===== src/rtl/mem_stage_mc.sv =====
// MEM pipeline stage for a variable-latency data memory: req/ack port, upstream stall,
// M/W register, access timeout, sticky timeout flag, halt freeze and a stall-cycle counter.
module mem_stage_mc #(
  parameter int DATA_W  = 16,
  parameter int ADDR_W  = 16,
  parameter int REG_W   = 4,
  parameter int TIMEOUT = 64,
  parameter int CNT_W   = 16
) (
  input  logic              clk,
  input  logic              rst,
  input  logic              in_valid,
  input  logic [DATA_W-1:0] in_alu,
  input  logic [DATA_W-1:0] in_wdata,
  input  logic [REG_W-1:0]  in_wr_reg,
  input  logic              in_mem_read,
  input  logic              in_mem_write,
  input  logic              in_reg_write,
  input  logic              in_memtoreg,
  input  logic              in_halt,
  output logic              stall,
  output logic              mem_req,
  output logic              mem_wr,
  output logic [ADDR_W-1:0] mem_addr,
  output logic [DATA_W-1:0] mem_wdata,
  input  logic [DATA_W-1:0] mem_rdata,
  input  logic              mem_ack,
  output logic              out_valid,
  output logic [DATA_W-1:0] out_alu,
  output logic [DATA_W-1:0] out_mem_data,
  output logic [REG_W-1:0]  out_wr_reg,
  output logic              out_reg_write,
  output logic              out_memtoreg,
  output logic              out_halt,
  output logic              err_timeout,
  output logic [CNT_W-1:0]  stall_cnt
);

  localparam int WCNT_W = (TIMEOUT > 1) ? $clog2(TIMEOUT) : 1;

  typedef enum logic [1:0] {IDLE, WAIT, HALTED} state_t;

  state_t            state;
  logic [WCNT_W-1:0] wait_cnt;
  logic              memop;
  logic              timeout_hit;
  logic              complete;
  logic              read_done;
  logic              halt_load;

  assign memop       = in_valid & (in_mem_read | in_mem_write);
  assign timeout_hit = (TIMEOUT != 0) && (state == WAIT) &&
                       (wait_cnt == WCNT_W'(TIMEOUT - 1)) && !mem_ack;
  assign complete    = mem_ack | timeout_hit;
  // Upstream holds in_* stable while stalled, so WAIT can drive the port straight from the inputs.
  assign stall       = !rst && (state != HALTED) && memop && !complete;
  assign mem_req     = !rst && (((state == IDLE) && memop) || (state == WAIT));
  assign mem_wr      = in_mem_write;
  assign mem_addr    = in_alu[ADDR_W-1:0];
  assign mem_wdata   = in_wdata;
  assign read_done   = memop && !in_mem_write && mem_ack;
  assign halt_load   = (state != HALTED) && !stall && in_valid && in_halt;

  always_ff @(posedge clk or posedge rst) begin
    if (rst) begin
      state         <= IDLE;
      wait_cnt      <= '0;
      err_timeout   <= 1'b0;
      stall_cnt     <= '0;
      out_valid     <= 1'b0;
      out_alu       <= '0;
      out_mem_data  <= '0;
      out_wr_reg    <= '0;
      out_reg_write <= 1'b0;
      out_memtoreg  <= 1'b0;
      out_halt      <= 1'b0;
    end else begin
      if (state != HALTED) begin
        if (halt_load)  state <= HALTED;
        else if (stall) state <= WAIT;
        else            state <= IDLE;
      end

      if ((state == WAIT) && stall) wait_cnt <= wait_cnt + 1'b1;
      else                          wait_cnt <= '0;

      if (timeout_hit) err_timeout <= 1'b1;

      if (stall && (stall_cnt != '1)) stall_cnt <= stall_cnt + 1'b1;

      // Halted or stalled cycles push a bubble; data fields keep their last value.
      if ((state == HALTED) || stall) begin
        out_valid     <= 1'b0;
        out_reg_write <= 1'b0;
        out_halt      <= 1'b0;
      end else begin
        out_valid     <= in_valid;
        out_alu       <= in_alu;
        out_mem_data  <= read_done ? mem_rdata : '0;
        out_wr_reg    <= in_wr_reg;
        out_reg_write <= in_valid & in_reg_write;
        out_memtoreg  <= in_memtoreg;
        out_halt      <= in_valid & in_halt;
      end
    end
  end

endmodule

===== config.mk =====
export PLATFORM = sky130hd
export DESIGN_NAME = mem_stage_mc
export DESIGN_NICKNAME = d
export VERILOG_FILES = /design/src/rtl/mem_stage_mc.sv
export SDC_FILE = /design/constraint.sdc
export NUM_CORES = 1
export LEC_CHECK = 0
export ABC_AREA = 1
export CORE_MARGIN = 2
export CORE_UTILIZATION = 25
export CTS_CLUSTER_SIZE = 40
export DETAILED_ROUTE_END_ITERATION = 8
export GPL_ROUTABILITY_DRIVEN = 0
export PLACE_DENSITY = 0.54
export SYNTH_ARGS = -nofsm -noshare
export SYNTH_HDL_FRONTEND = slang
export SYNTH_SLANG_ARGS = --single-unit

===== constraint.sdc =====
create_clock -name clk -period 1.8 [get_ports clk]
set_input_delay 0.36 -clock clk [delete_from_list [all_inputs] [get_ports clk]]
set_output_delay 0.36 -clock clk [all_outputs]
set_load 0.005 [all_outputs]

After elaboration in Yosys (flattened, before gate mapping)

Cells that the tools add are included.

Bits in registers: 65
Output and inout port bits: 92

Add/sub/neg operators: 2
Eq/ne operators: 5
Mux-type cells: 7
Bitwise operators: 5
Reduce and logical (&&, ||, !) cells: 22

Operators with widths:

| kind                                                                   | count |
|---|---|
| 16-bit by 1-bit adder with 16-bit output (second input constant)       | 1 |
| 16-bit 2-to-1 mux                                                      | 1 |
| 16-bit inequality test (second input constant)                         | 1 |
| 1-bit logical AND                                                      | 14 |
| 6-bit by 1-bit adder with 6-bit output (second input constant)         | 1 |
| 6-bit equality test (second input constant)                            | 1 |
| 6-bit 2-to-1 mux                                                       | 1 |
| 1-bit logical NOT                                                      | 5 |
| 1-bit 2-to-1 mux                                                       | 4 |
| 1-bit AND                                                              | 3 |
| 2-bit by 1-bit equality test with 1-bit output (second input constant) | 1 |
| 2-bit equality test (second input constant)                            | 1 |
| 2-bit logical NOT                                                      | 1 |
| 1-bit logical OR                                                       | 2 |
| 2-bit 2-to-1 mux                                                       | 1 |
| 2-bit inequality test (second input constant)                          | 1 |
| 1-bit bitwise OR                                                       | 2 |

Longest topological paths before layout

Word-level depth: 11
Gate-level depth with buffers: 10
Gate-level depth less buffers: 9

Worst setup path before layout

OpenSTA, ideal clock, no wires.

Path kind: reg2reg
From: register stall_cnt[0]
To: register stall_cnt[5]
Data arrival time: 1.460 ns
Required time: 1.683 ns
Setup slack: 0.223 ns
Stages on the path, launching flop included: 11
Buffers on the path: 2
Period minus slack after synthesis: 1.577 ns
Cells stage by stage: dfrtp_1 > ha_1 > inv_2 > nor2_4 > nand2_2 > nor2_2 > nor2_2 > buf_6 > buf_12 > nand2_2 > nand2_1

Longest elaborated chain between the ends: 2
Elaborated cells between the ends (all ways): 3

RTL lines:

| element                                                                          | line | text |
|---|---|---|
| start, declared                                                                  | 36   | `output logic [CNT_W-1:0] stall_cnt` |
| start signal, assigned                                                           | 89   | `if (stall && (stall_cnt != '1)) stall_cnt <= stall_cnt + 1'b1;` |
| branches (longest 2 deep; another with 16-bit by 1-bit adder with 16-bit output) | -    |  |

Parallel ways; which one is timed is not known.
A chain may end at the register's enable or synchronous reset.

Worst setup path after layout

From: input port in_alu[1]
To: output port mem_addr[1]

RTL lines:

| element         | line | text |
|---|---|---|
| start, declared | 13   | `input logic [DATA_W-1:0] in_alu,` |
| end, declared   | 24   | `output logic [ADDR_W-1:0] mem_addr,` |

No word-level cell between the ends.

==> impl_results.md <==
- Hold Path Class: primary input to register
- CP max FO: 2
- Layout cells sized above 1: 14.0%
- Crit path launch type: primary input
- Core area: about 13000 sq um
- Sequential area share after synthesis: between 40% and 50%
- Dpl hpwl: roughly 6100 um
- Ant diodes: 0
- Peak supply drop: 0.000356 V
- Status: completed
- Detailed router's first-iteration violation count: 84
- Grt total ovfl: 0
- Yosys reg bits: between 60 and 70
- Fillers: 1348
- Slew margin rel.: 76.3%
- R2r endpoint: out_mem_data[5]
- Hold Path Stages: 3
- R2r startpoint: wait_cnt[1]
- Clock root cell: clkbuf_16
- Levels on crit path: 2
- Clock share of power: between 50% and 60%
- Int Power: 2.85 mW
- Critical path's top delay family: buffers and inverters
- Netlist cell types: 27
- Post-route cell area: 4890 sq um
- Slew @ Worst Pin: ~360 ps
- Max_cap viols: 0
- Via density: roughly 4.2
- Worst-Skew Late Latency: around 340 ps
- Maximum clock frequency: about 570 MHz
- # IOs: 153
- Initial antenna violation count: 0
- Final Max Tran Viols: 0
- Largest net degree at the start of global routing: 66
- Clock Path Buffers: 2
- Die area: ~14000 sq um
- Sw Pwr: between 0.7 and 0.8 mW
- Standard-cell rows: 42
- Critical Path RT: ~1400 ps
- First-pass GRT wire length: around 14000 um
- Multi-input combinational cell area: 1300 sq um
- PD cells: about 730 nW/um^2
- Cells along the critical path: clkdlybuf4s50_1 -> clkdlybuf4s50_1
- Worst reg2reg setup slack: approximately 190 ps
- Crit end category: output pin
- Cell area after synthesis: 3340 sq um
- Clock skew: just under 7 ps
- Crit Path Class: primary input to output pin
- Syn Area/Cell: 8.32 sq um
- PortBufs: 120
- Die Span Y: between 100 and 150 um
- Dpl cell area: about 4500 sq um
- Setup-failing EPs final: 0
- Final min period: roughly 1700 ps
- CTS tree: built
- Register area: between 1500 and 2000 sq um
- Clk slew on worst S/H paths: 60 ps
- GRT Overall Usage: about an eighth
- Hold_ws: 425 ps
- Die X-Extent: about 120 um
- Initial Utilization: about a quarter
- H-tree depth: 3
- Most frequent CP cell: clkdlybuf4s50_1
- Hold Fails Final Rpt: 0
- R2R cell count: 9
- Post-route antenna net violation count: 0
- Max incr delay on CP: roughly 520 ps
- Critical Path AT: around 1400 ps
- Yosys warns: 0
- Final setup TNS: 0 ps
- Drt wl/cell: 12.6 um
- Total number of vias: roughly 2.9k
- Worst Hold End: out_reg_write
- Hold Buf Count CTS: 0
- Vias in the first global route: between 2k and 3k
- Buf+Inv Stages, Crit Path: 2
- Crit share post-route: slightly below 100%
- Nets: ~570
- Number of remaining DRC errors: 0
- Leak: about 2.2 nW
- Clk sinks: 65
- Sequential share of power: 40.9%
- Total power: roughly 3.6 mW
- Syn nets: approximately 460
- Master of the slowest instance on the critical path: clkdlybuf4s50_1
- Share of total power in combinational logic: 6.1%
- Sw Ratio: 20.5%
- Layout overhead on the synthesized area: 46.7%
- Total Wirelength: 8620 um
- Num CTS Buffers: 9
- Hold_sp: in_valid
- RSZ-0062 raised after global routing: false
- Post-Syn Instances: around 400
- DRT Pass-1 Iters: 4
- Largest regs: out_alu (16), out_mem_data (16), stall_cnt (16)
==> power groups by stage <==
stage / Sequential, mW / Combinational (mW) / Clock [mW]
after floorplan: 1.49 / 0.0959 / 0
after global placement: 1.49 / 0.222 / 0
after detailed placement: 1.49 / 0.223 / 0
after CTS: 1.46 / 0.223 / 1.96
after global routing: 1.46 / 0.238 / 2.04
final: 1.46 / 0.219 / 1.90
==> synth_stat cells <==
cell type	instances	area (sq um)
buf_12	1	20.0
ha_1	2	25.0
nor3_1	1	5.00
o21ai_0	14	70.1
buf_6	6	67.6
xnor2_1	5	43.8
nor2_2	5	31.3
nand4_1	5	31.3
xor2_1	5	43.8
buf_2	3	15.0
buf_4	34	255
inv_2	3	11.3
o21ai_2	6	52.6
a211oi_1	1	7.51
nor2_1	31	116
a21oi_1	1	5.00
inv_1	13	48.8
nand2_4	1	11.3
clkbuf_1	3	11.3
dfrtp_1	65	1630
nand3_2	1	10.0
o21ai_1	5	25.0
nand3_1	26	130
o21bai_1	1	7.51
nand2_1	146	548
nand2_2	15	93.8
nor2_4	2	22.5
==> final cells by class <==
class	instances	share of cell area, %
multi-input combinational	273	26.6
timing repair buffer	137	27.8
clock buffer	11	4.96
clock inverter	5	1.61
sequential	65	33.2
inverter	16	1.30
tap	176	4.50
==> routing by layer <==
metal  vias up  part of all wire (%)  wire length [um]  GRT usage, %
li1       1431                     -                 -             -
met1      1330                    46              4010          15.9
met2        84                    44              3830          18.5
met3         8                   7.8               673          5.89
met4         0                   1.2               104          3.82
met5         -                     0                 0             0
==> placed cells by master (no fill, tap or decap), types with 2 or more instances in the layout <==
master           netlist  final
dlygate4sd2_1          0      3
dfrtp_1               65     65
nor2_1                31     29
o21ai_0               14     14
nand2_2               15     15
buf_12                 1      3
nor2_2                 5      7
clkinv_2               0      2
nand2_1              146    146
inv_2                  3      3
clkbuf_16              0      9
inv_1                 13     12
buf_4                 34     14
o21ai_2                6      6
nand4_1                5      5
clkdlybuf4s50_1        0    115
o21ai_1                5      5
xor2_1                 5      5
nand3_1               26     26
xnor2_1                5      5
bufinv_16              0      2
nor2_4                 2      2
==> worst max-delay path by stage <==
| stage | startpoint | end |
|---|---|---|
| 2_1_floorplan | stall_cnt[0] | stall_cnt[5] |
| 3_3_place_gp | in_valid | stall |
| 3_5_place_dp | in_valid | stall |
| 4_1_cts | wait_cnt[1] | stall |
| 5_1_grt | in_alu[1] | mem_addr[1] |
| 6_report | in_alu[1] | mem_addr[1] |
==> through the flow <==
stage / setup slack (ps) / std cells / util [%]
detailed placement: -362 / 666 / 34.6
CTS: -72.2 / 682 / 37.1
finish: 53.5 / 683 / 37.3
global route: 7.18 / 683 / 37.3
global placement: -348 / 666 / 34.6
floorplan: 223 / 401 / -
==> cells by family after synthesis <==
kind of cell	after synthesis	share of synthesized area, %
xor+xnor	10	2.63
buf+inv	63	12.9
fa+ha+maj	2	0.750
simple gates	233	30.0
flops	65	48.8
compound gates	28	5.03
==> timing repair <==
item,in CTS,in global routing
setup buffers,0,1
setup endpoints to repair,2,3
pin swaps,1,3
resized for setup,6,7
Power figures use the tool's default switching activity.
